`src/rtl/display_scan_ctrl.sv`:
```
// Scan controller for a 4-digit multiplexed seven-segment display: digit select,
// active-low anodes with per-slot blanking and blink, frame tick and blink phase.
module display_scan_ctrl #(
    parameter int unsigned REFRESH_DIV  = 50000,
    parameter int unsigned BLANK_CYCLES = 4,
    parameter int unsigned BLINK_FRAMES = 64
) (
    input  logic       clk,
    input  logic       rst_n,
    input  logic       en,
    input  logic [0:3] blink_mask,
    output logic [0:1] sel,
    output logic [0:3] an,
    output logic       frame_tick,
    output logic       blink_phase
);

    localparam int unsigned PW = $clog2(REFRESH_DIV);
    localparam int unsigned FW = (BLINK_FRAMES > 1) ? $clog2(BLINK_FRAMES) : 1;

    localparam logic [PW-1:0] PRESC_MAX = PW'(REFRESH_DIV - 1);
    localparam logic [PW-1:0] BLANK_END = PW'(BLANK_CYCLES);
    localparam logic [FW-1:0] FRAME_MAX = FW'(BLINK_FRAMES - 1);

    logic [PW-1:0] presc_q, presc_d;
    logic [1:0]    digit_q, digit_d;
    logic [FW-1:0] frame_q, frame_d;
    logic          phase_q, phase_d;
    logic [0:3]    an_q, an_d;
    logic          tick_q, tick_d;

    always_comb begin
        presc_d = presc_q;
        digit_d = digit_q;
        frame_d = frame_q;
        phase_d = phase_q;
        tick_d  = 1'b0;
        an_d    = '1;

        if (en) begin
            if (presc_q != PRESC_MAX) begin
                presc_d = presc_q + 1'b1;
            end else begin
                presc_d = '0;
                digit_d = digit_q + 2'd1;
                if (digit_q == 2'd3) begin
                    tick_d = 1'b1;
                    if (frame_q == FRAME_MAX) begin
                        frame_d = '0;
                        phase_d = ~phase_q;
                    end else begin
                        frame_d = frame_q + 1'b1;
                    end
                end
            end

            // Anodes follow the next-state slot so they never light on a select change.
            if ((presc_d >= BLANK_END) && !(blink_mask[digit_d] && phase_d)) begin
                an_d[digit_d] = 1'b0;
            end
        end
    end

    always_ff @(posedge clk) begin
        if (!rst_n) begin
            presc_q <= '0;
            digit_q <= '0;
            frame_q <= '0;
            phase_q <= 1'b0;
            an_q    <= '1;
            tick_q  <= 1'b0;
        end else begin
            presc_q <= presc_d;
            digit_q <= digit_d;
            frame_q <= frame_d;
            phase_q <= phase_d;
            an_q    <= an_d;
            tick_q  <= tick_d;
        end
    end

    assign sel         = digit_q;
    assign an          = an_q;
    assign frame_tick  = tick_q;
    assign blink_phase = phase_q;

endmodule

```
`config.mk`:
```
export PLATFORM = sky130hd
export DESIGN_NAME = display_scan_ctrl
export DESIGN_NICKNAME = d
export VERILOG_FILES = /design/src/rtl/display_scan_ctrl.sv
export SDC_FILE = /design/constraint.sdc
export NUM_CORES = 1
export LEC_CHECK = 0
export CAP_MARGIN = 10
export CORE_MARGIN = 10
export CORE_UTILIZATION = 50
export DETAILED_ROUTE_END_ITERATION = 12
export PLACE_DENSITY = 0.76
export REMOVE_ABC_BUFFERS = 1
export SETUP_SLACK_MARGIN = 0.4
export SLEW_MARGIN = 20
export SYNTH_ARGS = -nofsm -noshare
export SYNTH_HDL_FRONTEND = slang
export SYNTH_SLANG_ARGS = --single-unit
```
`constraint.sdc`:
```
create_clock -name clk -period 2.1 [get_ports clk]
set_input_delay 0.21 -clock clk [delete_from_list [all_inputs] [get_ports clk]]
set_output_delay 0.21 -clock clk [all_outputs]
set_load 0.005 [all_outputs]
```
==> flow_metrics.env <==
export IMPL_report_final_hold_viol_count=0
export IMPL_antenna_found_initial=0
export IMPL_initial_utilization=0.526
export IMPL_finalClockSkew_ns=0.00734
export IMPL_grt_remaining_overflow=0
export IMPL_setup_viol=0
export IMPL_p_total_w=0.000967
export IMPL_cp_required_ns=2.33
export IMPL_ir_worst_vdd_v=0.000329
export IMPL_n_antenna_cell=0
export IMPL_cts_tree="built"
export IMPL_core_sq_um=3420
export IMPL_grt_total_usage=0.154
export IMPL_first_iter_violations=129
export IMPL_syn_inst=218
export IMPL_p_int_w=0.000724
export IMPL_synthArstFlopShare=0
export IMPL_insertion_delay_ns=0.34
export IMPL_path_buf_inv=0
export IMPL_worstPathMaxFanout=7
export IMPL_nFillCells=262
export IMPL_drc=0
export IMPL_p_sw_w=0.000243
export IMPL_worstMarginPinSlew_ns=0.807
export IMPL_whs_ns=0.509
export IMPL_ioPinCount=15
export IMPL_wl_um=4770
export IMPL_numPortBuffers=14
export IMPL_layout_common_cells="30 x buf_4, 21 x nand2_1, 21 x nor2_1"
export IMPL_chipWidth_um=80.0
export IMPL_multi_input_area_sq_um=1180
export IMPL_die_area_sq_um=6390
export IMPL_place_congestion=0.870
export IMPL_grt_pass1_wl_um=7920
export IMPL_syn_to_final_growth_pct=30.0
export IMPL_grt_pass1_vias=1710
export IMPL_clock_sinks=30
export IMPL_cp_common_cell="and4_4"
export IMPL_final_period_utilization=0.855
export IMPL_num_rows=21
export IMPL_ctsHoldBuffers=0
export IMPL_avgViaCountPerCell=5.85
export IMPL_wl_met1_um=2010
export IMPL_synth_flop_cell="dfxtp_1"
export IMPL_cp_end_kind="flop"
export IMPL_num_vias=1789
export IMPL_dr_wl_met2_um=2370
export IMPL_switching_share=0.251
export IMPL_tns_ns=0
export IMPL_drive_gt1_frac=0.304
export IMPL_min_period_ns=1.80
export IMPL_highest_layer="met4"
export IMPL_comb_power_share=0.076
export IMPL_worstHoldPathType="flop to flop"
export IMPL_p_clk_frac=0.330
export IMPL_syn_area_per_cell_sq_um=8.25
export IMPL_dp_hpwl_um=3250
export IMPL_die_h_um=80.0
export IMPL_syn_area_sq_um=1800
export IMPL_ys_ff_latch=30
export IMPL_ant_nets=0
export IMPL_htree_levels=2
export IMPL_max_stage_delay_ns=0.37
export IMPL_cp_slowest_cell="dfxtp_4"
export IMPL_numCtsBuffers=5
export IMPL_maxCapViolCount=0
export IMPL_synth_cell_types=54
export IMPL_seqCellArea_sq_um=632
export IMPL_first_pass_iters=4
export IMPL_rsz0062_at_grt="true"
export IMPL_clk_pin_slew_worst_paths_ns=0.09
export IMPL_cts_root_buf="clkbuf_4"
export IMPL_post_route_util=0.684
export IMPL_power_leakage_nw=0.846
export IMPL_power_density_nw_per_um2=414
export IMPL_layout_cells_non_filler=306
export IMPL_yosysSeqAreaShare=0.334
export IMPL_place_inst=282
export IMPL_clockBufferDepth=2
export IMPL_layout_commonest_cell="buf_4"
export IMPL_synth_edff_count=0
export IMPL_grt_max_degree=24
export IMPL_crit_chain="ha_4 -> and4_4 -> and4_4 -> mux2i_1 -> o2111ai_2 -> nand3b_1"
export IMPL_wl_met3_um=319
export IMPL_wl_per_cell_um=15.6
export IMPL_nNetsFinal=270
export IMPL_crit_family="simple AND/OR/NAND/NOR gates"
export IMPL_yosys_warnings=0
export IMPL_startpoint_type="flop"
export IMPL_drv_slew=0
export IMPL_cp_arrival_ns=2.02
export IMPL_outcome="finished, final reports clean"
export IMPL_slew_headroom=0.461
export IMPL_p_seq_frac=0.594
export IMPL_max_freq_ghz=0.557
export IMPL_worstSetupPathType="flop to flop"
## layer usage
| metal | global-route usage | vias to the layer above |
|---|---|---|
| li1 | - | 869 |
| met1 | 0.183 | 862 |
| met2 | 0.250 | 51 |
| met3 | 0.0529 | 7 |
| met4 | 0.0546 | 0 |
| met5 | 0 | - |
## final cells by class
cell class | instances | share of cell area
Multi-Input combinational cell | 170 | 0.504
Sequential cell | 30 | 0.270
Timing Repair Buffer | 47 | 0.171
Tap cell | 46 | 0.0246
Clock buffer | 5 | 0.0161
Inverter | 6 | 0.00964
Clock inverter | 2 | 0.00428
## final timing paths
path | startpoint | end | slack [ns] | depth (start not counted)
hold / removal | presc_q[10] | presc_q[10] | 0.51 | 2
setup reg to reg | presc_q[0] | an[3] | 0.30 | 6
hold reg to reg | presc_q[10] | presc_q[10] | 0.51 | 2
setup / recovery | presc_q[0] | an[3] | 0.30 | 6
## what timing repair did
| action | 4_1_cts | 5_1_grt |
|---|---|---|
| buffers inserted | 10 | 7 |
| resized for setup | 32 | 8 |
| setup endpoints to repair | 16 | 17 |
| pin swaps | 11 | 19 |
## kinds of logic (layout without fill, tap and decap cells)
| family | after synthesis | in the layout | synth area share |
|---|---|---|---|
| fa+ha+maj | 3 | 3 | 0.0209 |
| buf+inv | 18 | 60 | 0.0529 |
| simple gates | 107 | 107 | 0.341 |
| compound gates | 40 | 40 | 0.136 |
| mux | 5 | 5 | 0.0418 |
| flops | 30 | 30 | 0.334 |
| xor+xnor | 15 | 15 | 0.0731 |
## through the flow
step | worst slack, ns | area, sq um
after floorplan | 0.102 | 1730
after detailed placement | 0.136 | 2040
after CTS | 0.326 | 2260
after global routing | 0.214 | 2340
final | 0.305 | 2340
after global placement | 0.190 | 2040
## synthesized netlist by cell type, drive strengths merged, types with 2 or more instances
cell type | number | area share
mux2i | 3 | 0.017
or3 | 3 | 0.011
nor3 | 14 | 0.045
o31ai | 2 | 0.0083
and2 | 2 | 0.0070
and3 | 9 | 0.032
mux4 | 2 | 0.025
a211oi | 2 | 0.0083
nor4 | 3 | 0.010
inv | 6 | 0.013
xor2 | 8 | 0.039
nand2 | 23 | 0.049
nand3b | 3 | 0.013
dfxtp | 30 | 0.33
nor3b | 3 | 0.013
o21ai | 9 | 0.025
ha | 3 | 0.021
xnor2 | 7 | 0.034
buf | 6 | 0.024
nor4b | 2 | 0.018
nand3 | 8 | 0.022
o21a | 2 | 0.0083
a31oi | 3 | 0.010
and4 | 2 | 0.010
a21oi | 15 | 0.042
nand4 | 7 | 0.033
clkbuf | 5 | 0.011
nor2 | 22 | 0.050
## tightest hold or removal path, cell delays in order (launching register included)
cell	delay [ns]
dfxtp_2	0.35
nand2_1	0.06
a21oi_1	0.06
## registers in the layout, summed over array words and instances, names as in the netlist
register,flops
frame_tick,1
frame_q,6
blink_phase,1
sel,2
an,4
presc_q,16
## power by group through the flow
| stage | logic, W | clock network (W) | registers [W] |
|---|---|---|---|
| after floorplan | 0.0000284 | 0 | 0.000590 |
| after global placement | 0.0000606 | 0 | 0.000590 |
| after detailed placement | 0.0000630 | 0 | 0.000591 |
| after CTS | 0.0000701 | 0.000324 | 0.000576 |
| after global routing | 0.0000810 | 0.000355 | 0.000576 |
| final | 0.0000737 | 0.000319 | 0.000574 |
(Power assumes the default switching activity.)
==> edit (same flow settings) <==
Register the output `an` once more, with the module's reset; this adds one clock of latency there. The other outputs are not delayed to match.
--- a/src/rtl/display_scan_ctrl.sv
+++ b/src/rtl/display_scan_ctrl.sv
@@ -81,5 +81,11 @@
 
     assign sel         = digit_q;
-    assign an          = an_q;
+    always_ff @(posedge clk) begin
+        if (!rst_n) begin
+            an <= '0;
+        end else begin
+            an <= an_q;
+        end
+    end
     assign frame_tick  = tick_q;
     assign blink_phase = phase_q;
Check against the original RTL: not equivalent (Yosys sat finds a counterexample within 4 cycles, from zero or initial values and one cycle with rst_n low).
==> edit against the unedited design <==
  * Sequential cell count rose by 4
  * Final area rose by 19%
  * Combinational power rose by 10%
  * First-iteration DRC count rose by 46%
  * Clock power rose by 59%
  * Synthesized area rose by 12%
  * Setup slack got worse by 0.11 ns
  * Global-route usage fell by 0.13 points
  * Routed wire length rose by 25%
  * Die area rose by 8.8%
  * Power rose by 28%
  * Final cell count rose by 12%
  * Critical endpoint is now frame_q[3]
  * Highest routed layer unchanged
==> edit: results <==
export IMPL_drive_gt1_share_pct=35.0
export IMPL_grt_pass1_vias=1990
export IMPL_drt_iter0_markers=188
export IMPL_grt_pass1_wl_um=9110
export IMPL_finClkSkew_ns=0.00924
export IMPL_clk_pin_slew_ns=0.07
export IMPL_gp_congestion=0.954
export IMPL_rrSetupSlack_ns=0.20
export IMPL_reg2reg_depth=5
export IMPL_timing_rr_start="presc_q[5]"
export IMPL_hold_start="an_q[2]"
export IMPL_netlist_top_cells_area="dfxtp_1 34%, nor2_1 5.0%, a21oi_1 4.5%"
export IMPL_hold_depth=1
export IMPL_final_nets=303
export IMPL_fin_ws_ns=0.196
export IMPL_cts_root_buf="clkbuf_8"
export IMPL_routed_wl_um=5930
export IMPL_min_to="an[2]"
export IMPL_slew_headroom_pct=66.4
export IMPL_leakage_nw=0.988
export IMPL_ys_seq_area_share_pct=33.9
export IMPL_synth_common_cells="34 x dfxtp_1, 27 x nor2_1, 20 x nand2_1"
export IMPL_status="completed"
export IMPL_via_count=2140
export IMPL_dp_slack_ns=0.0402
export IMPL_vdd_drop_max_v=0.000398
export IMPL_path_max_fanout=5
export IMPL_min_path_type="reg2reg"
export IMPL_grt_max_degree=21
export IMPL_critical_path_arrival_ns=2.14
export IMPL_clock_latency_ns=0.30
export IMPL_synth_cell_type_count=49
export IMPL_first_pass_iters=5
export IMPL_track_usage_pct=15.3
export IMPL_numPortBuffers=14
export IMPL_crit_end="frame_q[3]"
export IMPL_nFillCells=234
edit: area by class of cell:
cell class,count,share of cell area [%]
tap,48,2.16
clock inverter,1,0.180
clock buffer,7,3.10
timing repair buffer,50,15.7
multi-input combinational,192,52.0
inverter,10,1.35
sequential,34,25.5
edit: logic make-up after synthesis:
group,share of synthesized area [%]
adder cells (fa/ha/maj),1.87
buffers and inverters,5.48
multiplexers,4.85
flip-flops,33.9
AND/OR/NAND/NOR,33.2
XOR/XNOR,5.23
AO/OA/AOI/OAI,15.5
edit: what timing repair did:
item,in CTS,in global routing
buffers inserted,5,6
endpoints found under the setup margin,23,23
pin swaps,18,18
hold buffers,0,0
resized for setup,36,36
edit: power breakdown:
group / internal (mW) / switching (mW)
registers: 0.647 / 0.00437
clock network: 0.264 / 0.242
logic: 0.0400 / 0.0411
edit: worst max-delay path: stages, from the launching register on:
cell and delay (ns):
dfxtp_4 0.38, nor4b_4 0.34, nand4_4 0.14, or3_4 0.37, or4b_4 0.49, a21oi_2 0.12
edit: metal layers:
metal,vias to the layer above,GRT usage [%],routed length [um]
li1,1006,-,-
met1,1013,18.2,2390
met2,100,24.5,2930
met3,21,4.10,437
met4,0,7.72,178
met5,-,0,0
edit: stage by stage:
step / setup TNS (ns) / area, um2 / utilization [%] / std cells / hold WS, ns
after floorplan: -0.0380 / 1940 / - / 236 / 0.328
after global placement: 0 / 2340 / 62.0 / 323 / 0.414
after detailed placement: 0 / 2340 / 62.0 / 323 / 0.418
after CTS: 0 / 2610 / 69.1 / 336 / 0.434
after global routing: 0 / 2790 / 73.9 / 342 / 0.446
final: 0 / 2790 / 73.9 / 342 / 0.431
